<file path="config.mk">
export PLATFORM = sky130hd
export DESIGN_NAME = booth_mult_param_flat
export DESIGN_NICKNAME = d
export VERILOG_FILES = /design/src/rtl/booth_mult_param_if.sv /design/src/rtl/booth_mult_param.sv /design/src/flat_wrapper.sv
export SDC_FILE = /design/constraint.sdc
export NUM_CORES = 1
export LEC_CHECK = 0
export CAP_MARGIN = 20
export CORE_MARGIN = 2
export CORE_UTILIZATION = 60
export CTS_BUF_LIST = sky130_fd_sc_hd__clkbuf_8
export CTS_CLUSTER_SIZE = 10
export DETAILED_ROUTE_END_ITERATION = 10
export GPL_TIMING_DRIVEN = 0
export PLACE_DENSITY = 0.95
export REMOVE_ABC_BUFFERS = 1
export SLEW_MARGIN = 20
export SYNTH_ARGS = -nofsm -noshare
export SYNTH_HDL_FRONTEND = slang
export SYNTH_SLANG_ARGS = --single-unit
</file>
<file path="constraint.sdc">
create_clock -name clk -period 5.97 [get_ports clk]
set_clock_uncertainty 0.05 [all_clocks]
set_input_delay 1.194 -clock clk [delete_from_list [all_inputs] [get_ports clk]]
set_output_delay 1.194 -clock clk [all_outputs]
set_load 0.05 [all_outputs]
</file>
<file path="src/rtl/booth_mult_param_if.sv">
// Handshake/data bundle for booth_mult_param: operand loading, product output and status.
interface booth_mult_param_if #(
  parameter int N = 6
);
  logic         start;
  logic         signed_mode;
  logic [N-1:0] inBus;
  logic [N-1:0] outBus;
  logic         done;
  logic         busy;

  modport master (
    output start, signed_mode, inBus,
    input  outBus, done, busy
  );

  modport slave (
    input  start, signed_mode, inBus,
    output outBus, done, busy
  );
endinterface

</file>
<file path="src/rtl/booth_mult_param.sv">
// Sequential radix-2 Booth multiplier: loads X then Y over inBus, runs N+1 Booth steps,
// then presents the 2N-bit product as high half (with done) followed by low half.
module booth_mult_param #(
  parameter int N = 6
) (
  input  logic              clk,
  input  logic              rst,
  booth_mult_param_if.slave bus
);

  localparam int OW = N + 1;            // extended operand width
  localparam int AW = N + 2;            // accumulator width, wide enough for -X of the most-negative operand
  localparam int CW = $clog2(N + 2);
  localparam int SW = AW + OW + 1;

  typedef enum logic [2:0] {
    IDLE,
    LOAD_X,
    LOAD_Y,
    CALC,
    OUT_HI,
    OUT_LO
  } state_t;

  state_t                state_q, state_d;
  logic                  mode_q, mode_d;
  logic signed [OW-1:0]  x_q, x_d;
  logic        [OW-1:0]  q_q, q_d;
  logic                  qm1_q, qm1_d;
  logic signed [AW-1:0]  a_q, a_d;
  logic        [CW-1:0]  cnt_q, cnt_d;
  logic        [N-1:0]   out_q, out_d;
  logic                  done_q, done_d;
  logic                  busy_q, busy_d;

  logic        [SW-1:0]  step;
  logic signed [AW-1:0]  a_nxt;
  logic        [OW-1:0]  q_nxt;

  function automatic logic [OW-1:0] extend(input logic [N-1:0] v, input logic sgn);
    return {sgn & v[N-1], v};
  endfunction

  // One Booth step: add/subtract per (q0, q-1), then arithmetic shift of {A,Q,q-1}.
  // Result packs {A', Q', q-1'} with q-1' in bit 0.
  function automatic logic [SW-1:0] booth_step(
    input logic signed [AW-1:0] a,
    input logic        [OW-1:0] q,
    input logic                 qm1,
    input logic signed [OW-1:0] x
  );
    logic signed [AW-1:0] xe;
    logic signed [AW-1:0] sum;
    xe = {x[OW-1], x};
    case ({q[0], qm1})
      2'b10:   sum = a - xe;
      2'b01:   sum = a + xe;
      default: sum = a;
    endcase
    return {sum[AW-1], sum, q};
  endfunction

  always_comb begin
    step  = booth_step(a_q, q_q, qm1_q, x_q);
    a_nxt = step[SW-1 -: AW];
    q_nxt = step[OW:1];
  end

  always_comb begin
    state_d = state_q;
    mode_d  = mode_q;
    x_d     = x_q;
    q_d     = q_q;
    qm1_d   = qm1_q;
    a_d     = a_q;
    cnt_d   = cnt_q;
    out_d   = '0;
    done_d  = 1'b0;

    case (state_q)
      IDLE: begin
        if (bus.start) begin
          mode_d  = bus.signed_mode;
          state_d = LOAD_X;
        end
      end
      LOAD_X: begin
        x_d     = extend(bus.inBus, mode_q);
        state_d = LOAD_Y;
      end
      LOAD_Y: begin
        q_d     = extend(bus.inBus, mode_q);
        qm1_d   = 1'b0;
        a_d     = '0;
        cnt_d   = '0;
        state_d = CALC;
      end
      CALC: begin
        a_d   = a_nxt;
        q_d   = q_nxt;
        qm1_d = step[0];
        cnt_d = cnt_q + 1'b1;
        // Last step: product bits 2N-1..N straddle A and the top bit of Q.
        if (cnt_q == CW'(N)) begin
          state_d = OUT_HI;
          out_d   = {a_nxt[N-2:0], q_nxt[N]};
          done_d  = 1'b1;
        end
      end
      OUT_HI: begin
        out_d   = q_q[N-1:0];
        state_d = OUT_LO;
      end
      OUT_LO: begin
        state_d = IDLE;
      end
      default: begin
        state_d = IDLE;
      end
    endcase

    busy_d = (state_d != IDLE);
  end

  always_ff @(posedge clk) begin
    if (rst) begin
      state_q <= IDLE;
      mode_q  <= 1'b0;
      x_q     <= '0;
      q_q     <= '0;
      qm1_q   <= 1'b0;
      a_q     <= '0;
      cnt_q   <= '0;
      out_q   <= '0;
      done_q  <= 1'b0;
      busy_q  <= 1'b0;
    end else begin
      state_q <= state_d;
      mode_q  <= mode_d;
      x_q     <= x_d;
      q_q     <= q_d;
      qm1_q   <= qm1_d;
      a_q     <= a_d;
      cnt_q   <= cnt_d;
      out_q   <= out_d;
      done_q  <= done_d;
      busy_q  <= busy_d;
    end
  end

  assign bus.outBus = out_q;
  assign bus.done   = done_q;
  assign bus.busy   = busy_q;

endmodule

</file>
<file path="src/flat_wrapper.sv">
// flat-port wrapper written by rule: the top's interface ports become plain ports
module booth_mult_param_flat 
#(
  parameter int N = 6
)
  (clk, rst, bus_start, bus_signed_mode, bus_inBus, bus_outBus, bus_done, bus_busy);
  booth_mult_param_if #(.N(N)) bus_i ();
  input  logic clk;
  input  logic rst;
  input wire logic [$bits(bus_i.start)-1:0] bus_start;
  input wire logic [$bits(bus_i.signed_mode)-1:0] bus_signed_mode;
  input wire logic [$bits(bus_i.inBus)-1:0] bus_inBus;
  output wire logic [$bits(bus_i.outBus)-1:0] bus_outBus;
  output wire logic [$bits(bus_i.done)-1:0] bus_done;
  output wire logic [$bits(bus_i.busy)-1:0] bus_busy;
  assign bus_i.start = bus_start;
  assign bus_i.signed_mode = bus_signed_mode;
  assign bus_i.inBus = bus_inBus;
  assign bus_outBus = bus_i.outBus;
  assign bus_done = bus_i.done;
  assign bus_busy = bus_i.busy;
  booth_mult_param #(.N(N)) u_core (.clk(clk), .rst(rst), .bus(bus_i));
endmodule
</file>
# After elaboration in Yosys (flattened, before gate mapping)
# Index checks and enable logic that the tools add are counted.
[op_classes] n_addsub=3 n_eq_ne=7 n_mux=11 n_bitwise=2 n_reduce_logical=5
[ops] cell="$pmux 8 s2" count=2
[ops] cell="$pmux 3 s5" count=1
[ops] cell="$pmux 7 s2" count=1
[ops] cell="$pmux 6 s2" count=1
[ops] cell="$add 8x7->8" count=1
[ops] cell="$sub 8x7->8" count=1
[ops] cell="$eq 3x2->1 const B" count=2
[ops] cell="$eq 3x3->1 const B" count=2
[ops] cell="$mux 3" count=2
[ops] cell="$mux 6" count=1
[ops] cell="$pmux 3 s2" count=1
[ops] cell="$add 3x1->3 const B" count=1
[ops] cell="$eq 3x1->1 const B" count=1
[ops] cell="$logic_not 3->1" count=1
[ops] cell="$reduce_bool 3->1" count=1
[ops] cell="$eq 2x1->1 const B" count=1
[ops] cell="$eq 2x2->1 const B" count=1
[ops] cell="$pmux 1 s2" count=1
[ops] cell="$reduce_and 2->1" count=1
[ops] cell="$reduce_bool 2->1" count=1
[ops] cell="$reduce_or 2->1" count=1
[ops] cell="$and 1x1->1" count=1
[ops] cell="$mux 1" count=1
[ops] cell="$not 1->1" count=1
[totals] ff_bits=38 in_bits=10 out_inout_bits=8 word_cells=38

# Depth between registers and ports, before layout
# Gate-level depths: netlist of the first run.
[depth] word_depth=4 mapped_depth=11 mapped_depth_nobuf=10

# Least setup slack after synthesis of the first run
# No wires, ideal clock.
[synth_timing] path_type="reg-to-reg" start="reg u_core.q_q[0]" end="reg u_core.a_q[6]" setup_time_ns=0.103 arrival_ns=2.169 required_ns=5.817 slack_ns=3.647 path_stages_with_launch=12 cell_sequence="dfxtp_1 -> inv_1 -> ha_1 -> buf_6 -> a21oi_1 -> xor2_1 -> ha_1 -> or2_2 -> a21oi_1 -> a21oi_1 -> xnor2_1 -> a2111oi_2"
[synth_via] elab_chain_len=3 word_cells_on_any_way=4
[synth_lines] element="start, declared" line="booth_mult_param.sv:28" source="logic [OW-1:0] q_q, q_d;"
[synth_lines] element="start signal, assigned" line="booth_mult_param.sv:141" source="q_q <= q_d;"
[synth_lines] element="$eq 2x1->1 / $eq 2x2->1 (equally long branches)" line="booth_mult_param.sv:55" source="case ({q[0], qm1})"
[synth_lines] element="$pmux 8 s2 *" line="booth_mult_param.sv:55"
[synth_lines] element="$pmux 8 s2 *" line="booth_mult_param.sv:80" source="case (state_q)"
[synth_lines] element="end signal, assigned" line="booth_mult_param.sv:132" source="a_q <= '0;"
[synth_lines] element="end signal, assigned" line="booth_mult_param.sv:143" source="a_q <= a_d;"
[synth_lines] element="end, declared" line="booth_mult_param.sv:30" source="logic signed [AW-1:0] a_q, a_d;"
# Mark *: on every way between the ends. The rest lies on a longest branch, timed or not.
# A chain may end at the register's enable or synchronous reset.

# Final worst setup path of the first run
[layout_timing] start="reg u_core.busy_q (netlist: u_core.bus.busy)" end="out bus_busy"
[layout_rtl] element="start, declared" line="booth_mult_param.sv:34" source="logic busy_q, busy_d;"
[layout_rtl] element="start signal, assigned" line="booth_mult_param.sv:147" source="busy_q <= busy_d;"
[layout_rtl] element="end, declared" line="flat_wrapper.sv:15" source="output wire logic [$bits(bus_i.busy)-1:0] bus_busy;"
# No word-level cell between the ends.

==> results.cfg, run 1 <==
[finish]
mostFrequentLayoutCells = 45 x nor2_1, 37 x dfxtp_1, 16 x a21oi_1, 16 x clkdlybuf4s50_1
syn2layout_area_growth_pct = 12.73
final_core_util = 0.6949
final_common_cell = nor2_1
design_area_um2 = 2282
nNetsFinal = 269
n_antenna_cell = 0
drive_gt1_frac = 0.06883

[global_route]
grt_pass1_vias = 1517
grt_max_degree = 33
antenna_found_initial = 0
grt_usage = 0.2452
grt_pass1_wl_mm = 6.837
globalRouteOverflowTotal = 0

[critical_path]
cp-end-kind = output pin
worst_path_max_delay_cell = clkdlybuf4s50_1
crit_fanout = 1
crit_buf_inv = 1
r2r-start = u_core.q_q[0]
worst_ep_required_time_ns = 4.73
cp_num_cells = 1
r2r-end = u_core.bus.outBus[4]
critPathKind = reg -> out
rrSetupSlack_ns = 3.39
cp_top_family = buffers and inverters
crit_arrival_ns = 1.40
cp-startpoint = u_core.bus.busy
worstRegToRegCells = 10
worstSetupStartpointType = flip-flop
max_stage_delay_ns = 0.79
endpoint = bus_busy
crit_chain = clkdlybuf4s50_1

[logic_synthesis]
synth_area_leaders = dfxtp_1 37%, nor2_1 8.3%, ha_1 7.4%
yosysUniqueCellTypes = 47
yosysSeqAreaShare = 0.3659
synth_edf_count = 0
avgSynthCellArea_um2 = 8.542
ys.flop_type = dfxtp_1
async_reset_ff_frac = 0
netlist_instances = 237
yosysTopAreaCell = dfxtp_1
ys_seq_elements = 37
yosysTopAreaCellShare = 0.3659
yosysWarnings = 0
syn_area_um2 = 2024

[sta]
setup_viol = 0
fmax_mhz = 378.5
hold_viol_final = 0
timing.final.crit_period_ns = 2.642
rsz0062_at_grt = no
report.final.slew_viol_count = 0
fin_crit_sh = 0.4426
timing.hold.ws_ns = 0.4405
worst_pin_slew_ns = 0.7411
finalSetupTns_ns = 0
maxSlewHeadroom = 0.5038

[place]
dpl_cell_area_um2 = 2173
place_hpwl_mm = 2.965
place.gp.congestion = 0.8686
io_buffer_count = 17

[pwr]
vdd_ir_drop_max_uv = 206.0
pwr_density_cell_nw_per_um2 = 261.5
leakage_nw = 0.8786
power_w = 0.0005969

[detailed_routing]
wl_met3_um = 285
vias = 1714
routed-wl-met2_mm = 1.880
drc = 0
routedWlPerCell_um = 14.15
highest_layer = met4
wirelength_mm = 4.146
viasPerCell = 5.850
first_iter_violations = 55
wl_met1_mm = 1.845
drtAntennaViolNets = 0
first_pass_iters = 4

[clocking]
numClockSinks = 37
clk_path_buf_depth = 2
clock_latency_ns = 0.30
clkTransAtPathRegs_ns = 0.08
htree_num_levels = 2
cts_hold_buf = 0
post_cts_resized = 0
cts_root_buf = clkbuf_8
post_cts_buffers = 0
cts_tree = done
cts-buffers-inserted = 5

[run]
cap_viol_max_count = 0

[floorplanning]
io_pins = 18
rows = 21
fp.dieW_um = 62.09
die_y_um = 62.09
die_area_um2 = 3855
start_util = 0.6164
coreArea_um2 = 3284

[worst_hold_path]
hold_path_class = reg -> reg
hold_depth = 2
min_from = u_core.cnt_q[2]

[outcome]
status = finished, final reports clean
-- worst min-delay path: cells and delay by family, from the launching register on --
family             cells  cell delay [ns]
AOI/OAI and AO/OA      2             0.13
DFF                    1             0.32
-- cell type report --
type	count	area, µm²
well taps	46	57.56
repair buffers	17	165.2
multi-input cells	174	1166
clock buffers	5	68.82
fillers	246	1002
flip-flops and latches	37	740.7
inverters	11	41.29
clock inverters	3	42.54
-- cell families (layout without fill, tap and decap cells) --
kind of cell    after synthesis  in the layout  synth area share
buf+inv                      26             36           0.06180
compound gates               57             57            0.2015
flops                        37             37            0.3659
fa+ha+maj                    13             13           0.08405
mux                          13             13           0.06551
simple gates                 81             81            0.1780
xor+xnor                     10             10           0.04326
-- cells in the mapped netlist, types with 2 or more instances --
cell and number:
nor2_1 45, dfxtp_1 37, a21oi_1 16, ha_1 12, nand2_1 12, inv_1 11, mux2i_1 11, a211oi_1 9
nor3_1 8, a22oi_1 7, buf_2 6, xor2_1 6, clkbuf_1 4, xnor2_1 4, a32o_1 3, nand3_1 3
nor2b_1 3, o211ai_1 3, o21a_1 3, o21ai_0 3, a31oi_1 2, buf_6 2, mux2_2 2, nand2b_1 2
-- how the worst min path moves through the flow --
stage / end / slack (ns)
after floorplan: u_core.bus.outBus[5] / 0.40
after global placement: u_core.cnt_q[2] / 0.41
after detailed placement: u_core.cnt_q[2] / 0.43
after CTS: u_core.cnt_q[2] / 0.44
after global routing: u_core.cnt_q[0] / 0.48
final: u_core.cnt_q[2] / 0.44
-- stage by stage --
stage / std cells / setup slack, ns
2_1_floorplan: 222 / 3.649
3_3_place_gp: 285 / 2.818
4_1_cts: 293 / 3.100
5_1_grt: 293 / 3.225
6_report: 293 / 3.328
3_5_place_dp: 285 / 2.813
-- layer usage --
| layer | up-vias | global-route usage |
|---|---|---|
| li1 | 857 | - |
| met3 | 12 | 0.06211 |
| met5 | - | 0 |
| met2 | 61 | 0.3661 |
| met4 | 0 | 0.08815 |
| met1 | 784 | 0.3432 |
-- registers in the layout, indices dropped and copies added (netlist names), 3 cells and up --
signal and flops:
u_core.state_q 3, u_core.cnt_q 3, u_core.bus.outBus 6, u_core.a_q 7
u_core.x_q 7, u_core.q_q 7
-- report_power, final --
group | internal [W] | switching, W | leakage, nW | total (W)
clock network | 0.000124 | 0.0000928 | 0.0595 | 0.000216
registers | 0.000257 | 0.0000128 | 0.301 | 0.000270
logic | 0.0000472 | 0.0000633 | 0.518 | 0.000110
total | 0.000428 | 0.000169 | 0.879 | 0.000597
No activity file was read; power rests on OpenSTA's default activity.
==> run 2, diff against run 1 <==
CORE_UTILIZATION = 59   (was 60)
PLACE_DENSITY = 0.93   (was 0.95)
clock period = 2.7 ns   (was 5.97 ns; I/O delays follow)
==> results.cfg, run 2 (synthesis gave the netlist of run 1 again) <==
[sta]
worst_pin_slew_ns = 0.7617
setup_viol = 0
timing.hold.ws_ns = 0.4457
hold_viol_final = 0
finalSetupTns_ns = 0
fin_crit_sh = 0.9279
maxSlewHeadroom = 0.4900
rsz0062_at_grt = no
report.final.slew_viol_count = 0
timing.final.crit_period_ns = 2.505
fmax_mhz = 399.2

[global_route]
grt_max_degree = 33
globalRouteOverflowTotal = 0
grt_pass1_vias = 1590
antenna_found_initial = 0
grt_pass1_wl_mm = 7.527
grt_usage = 0.2493

[detailed_routing]
viasPerCell = 5.778
vias = 1693
drtAntennaViolNets = 0
drc = 0
first_iter_violations = 83
first_pass_iters = 4
wirelength_mm = 4.432
routedWlPerCell_um = 15.13

[clocking]
clock_latency_ns = 0.30
numClockSinks = 37
htree_num_levels = 2
clk_path_buf_depth = 2
cts_tree = done
cts_hold_buf = 0
clkTransAtPathRegs_ns = 0.08
cts-buffers-inserted = 5
cts_root_buf = clkbuf_8

[place]
dpl_cell_area_um2 = 2173
place.gp.congestion = 0.8097
io_buffer_count = 17
place_hpwl_mm = 3.133

[critical_path]
cp_num_cells = 10
crit_top_cell = a21oi_1
worst_ep_required_time_ns = 2.85
worstSetupStartpointType = flip-flop
crit_fanout = 7
max_stage_delay_ns = 0.38
critPathKind = reg -> reg
crit_arrival_ns = 2.65
cp_top_family = compound AO/OA/AOI/OAI gates
rrSetupSlack_ns = 0.19
endpoint = u_core.a_q[6]
r2r-start = u_core.q_q[0]
cp-end-kind = flip-flop
crit_buf_inv = 1
worst_path_max_delay_cell = dfxtp_1
cp-startpoint = u_core.q_q[0]
crit_chain = inv_1 -> ha_2 -> a31oi_1 -> xor2_1 -> ha_1 -> a21oi_1 -> o21a_1 -> a21oi_1 -> xnor2_1 -> a2111oi_2
worstRegToRegCells = 10
r2r-end = u_core.a_q[6]

[floorplanning]
fp.dieW_um = 62.58
start_util = 0.6115
die_y_um = 62.58
rows = 21
io_pins = 18
die_area_um2 = 3916
coreArea_um2 = 3311

[pwr]
pwr_density_cell_nw_per_um2 = 579.9
leakage_nw = 0.8789
vdd_ir_drop_max_uv = 457.1

[finish]
final_common_cell = nor2_1
final_core_util = 0.6916
drive_gt1_frac = 0.07692
design_area_um2 = 2290
mostFrequentLayoutCells = 45 x nor2_1, 37 x dfxtp_1, 16 x a21oi_1, 16 x clkdlybuf4s50_1
reg_top3 = u_core.a_q x7, u_core.q_q x7, u_core.x_q x7
syn2layout_area_growth_pct = 13.10
n_antenna_cell = 0
fillers = 279
nNetsFinal = 269

[outcome]
status = finished, final reports clean

[worst_hold_path]
hold_path_class = reg -> reg

[run]
cap_viol_max_count = 0
==> run 2: cell counts in the layout (fill, tap and decap cells not counted) <==
No cell type changed its count.
==> run 2: worst min path at each step <==
| stage | start | endpoint | slack (ns) | cells after the start |
|---|---|---|---|---|
| finish | u_core.a_q[4] | u_core.a_q[4] | 0.45 | 2 |
| CTS | u_core.q_q[6] | u_core.q_q[6] | 0.45 | 2 |
| detailed placement | u_core.q_q[6] | u_core.q_q[6] | 0.44 | 2 |
| floorplan | u_core.q_q[5] | u_core.bus.outBus[5] | 0.40 | 2 |
| global route | u_core.cnt_q[2] | u_core.cnt_q[2] | 0.47 | 2 |
| global placement | u_core.cnt_q[2] | u_core.cnt_q[2] | 0.42 | 2 |
==> run 2: worst register-to-register path: cells and delay by family, from the launching register on <==
kind / cells / cell delay [ns]
compound gates: 5 / 0.96
xor+xnor: 2 / 0.39
fa+ha+maj: 2 / 0.54
buf+inv: 1 / 0.07
flops: 1 / 0.38
==> run 2: area by class of cell <==
cell class	count	area, µm²	area share
Multi-Input combinational cell	174	1174	0.5126
Sequential cell	37	740.7	0.3235
Timing Repair Buffer	17	165.2	0.07213
Clock buffer	5	68.82	0.03005
Tap cell	46	57.56	0.02514
Clock inverter	3	42.54	0.01858
Inverter	11	41.29	0.01803
==> run 2: per-layer routing <==
metal,global-route usage,part of all wire
met5,0,0
met4,0.1028,0.029
met3,0.05586,0.056
met2,0.4086,0.48
met1,0.3170,0.44
==> run 2: repair_timing <==
| action | 4_1_cts | 5_1_grt |
|---|---|---|
| resized for setup | 0 | 2 |
| buffers inserted | 0 | 0 |
| setup endpoints to repair | 0 | 3 |
==> run 2: through the flow <==
stage                     cells  setup WS, ns  power [W]
final                       293        0.1948   0.001328
after global routing        293       0.02555   0.001388
after CTS                   293       0.09563   0.001327
after detailed placement    285        0.1192  0.0008514
after global placement      285        0.1751  0.0008400
after floorplan             222        0.3789  0.0007797
==> run 2: report_power, final <==
group / switching [W] / total (W) / internal [W]
registers: 0.0000282 / 0.000597 / 0.000569
clock network: 0.000209 / 0.000483 / 0.000274
logic: 0.000143 / 0.000248 / 0.000105
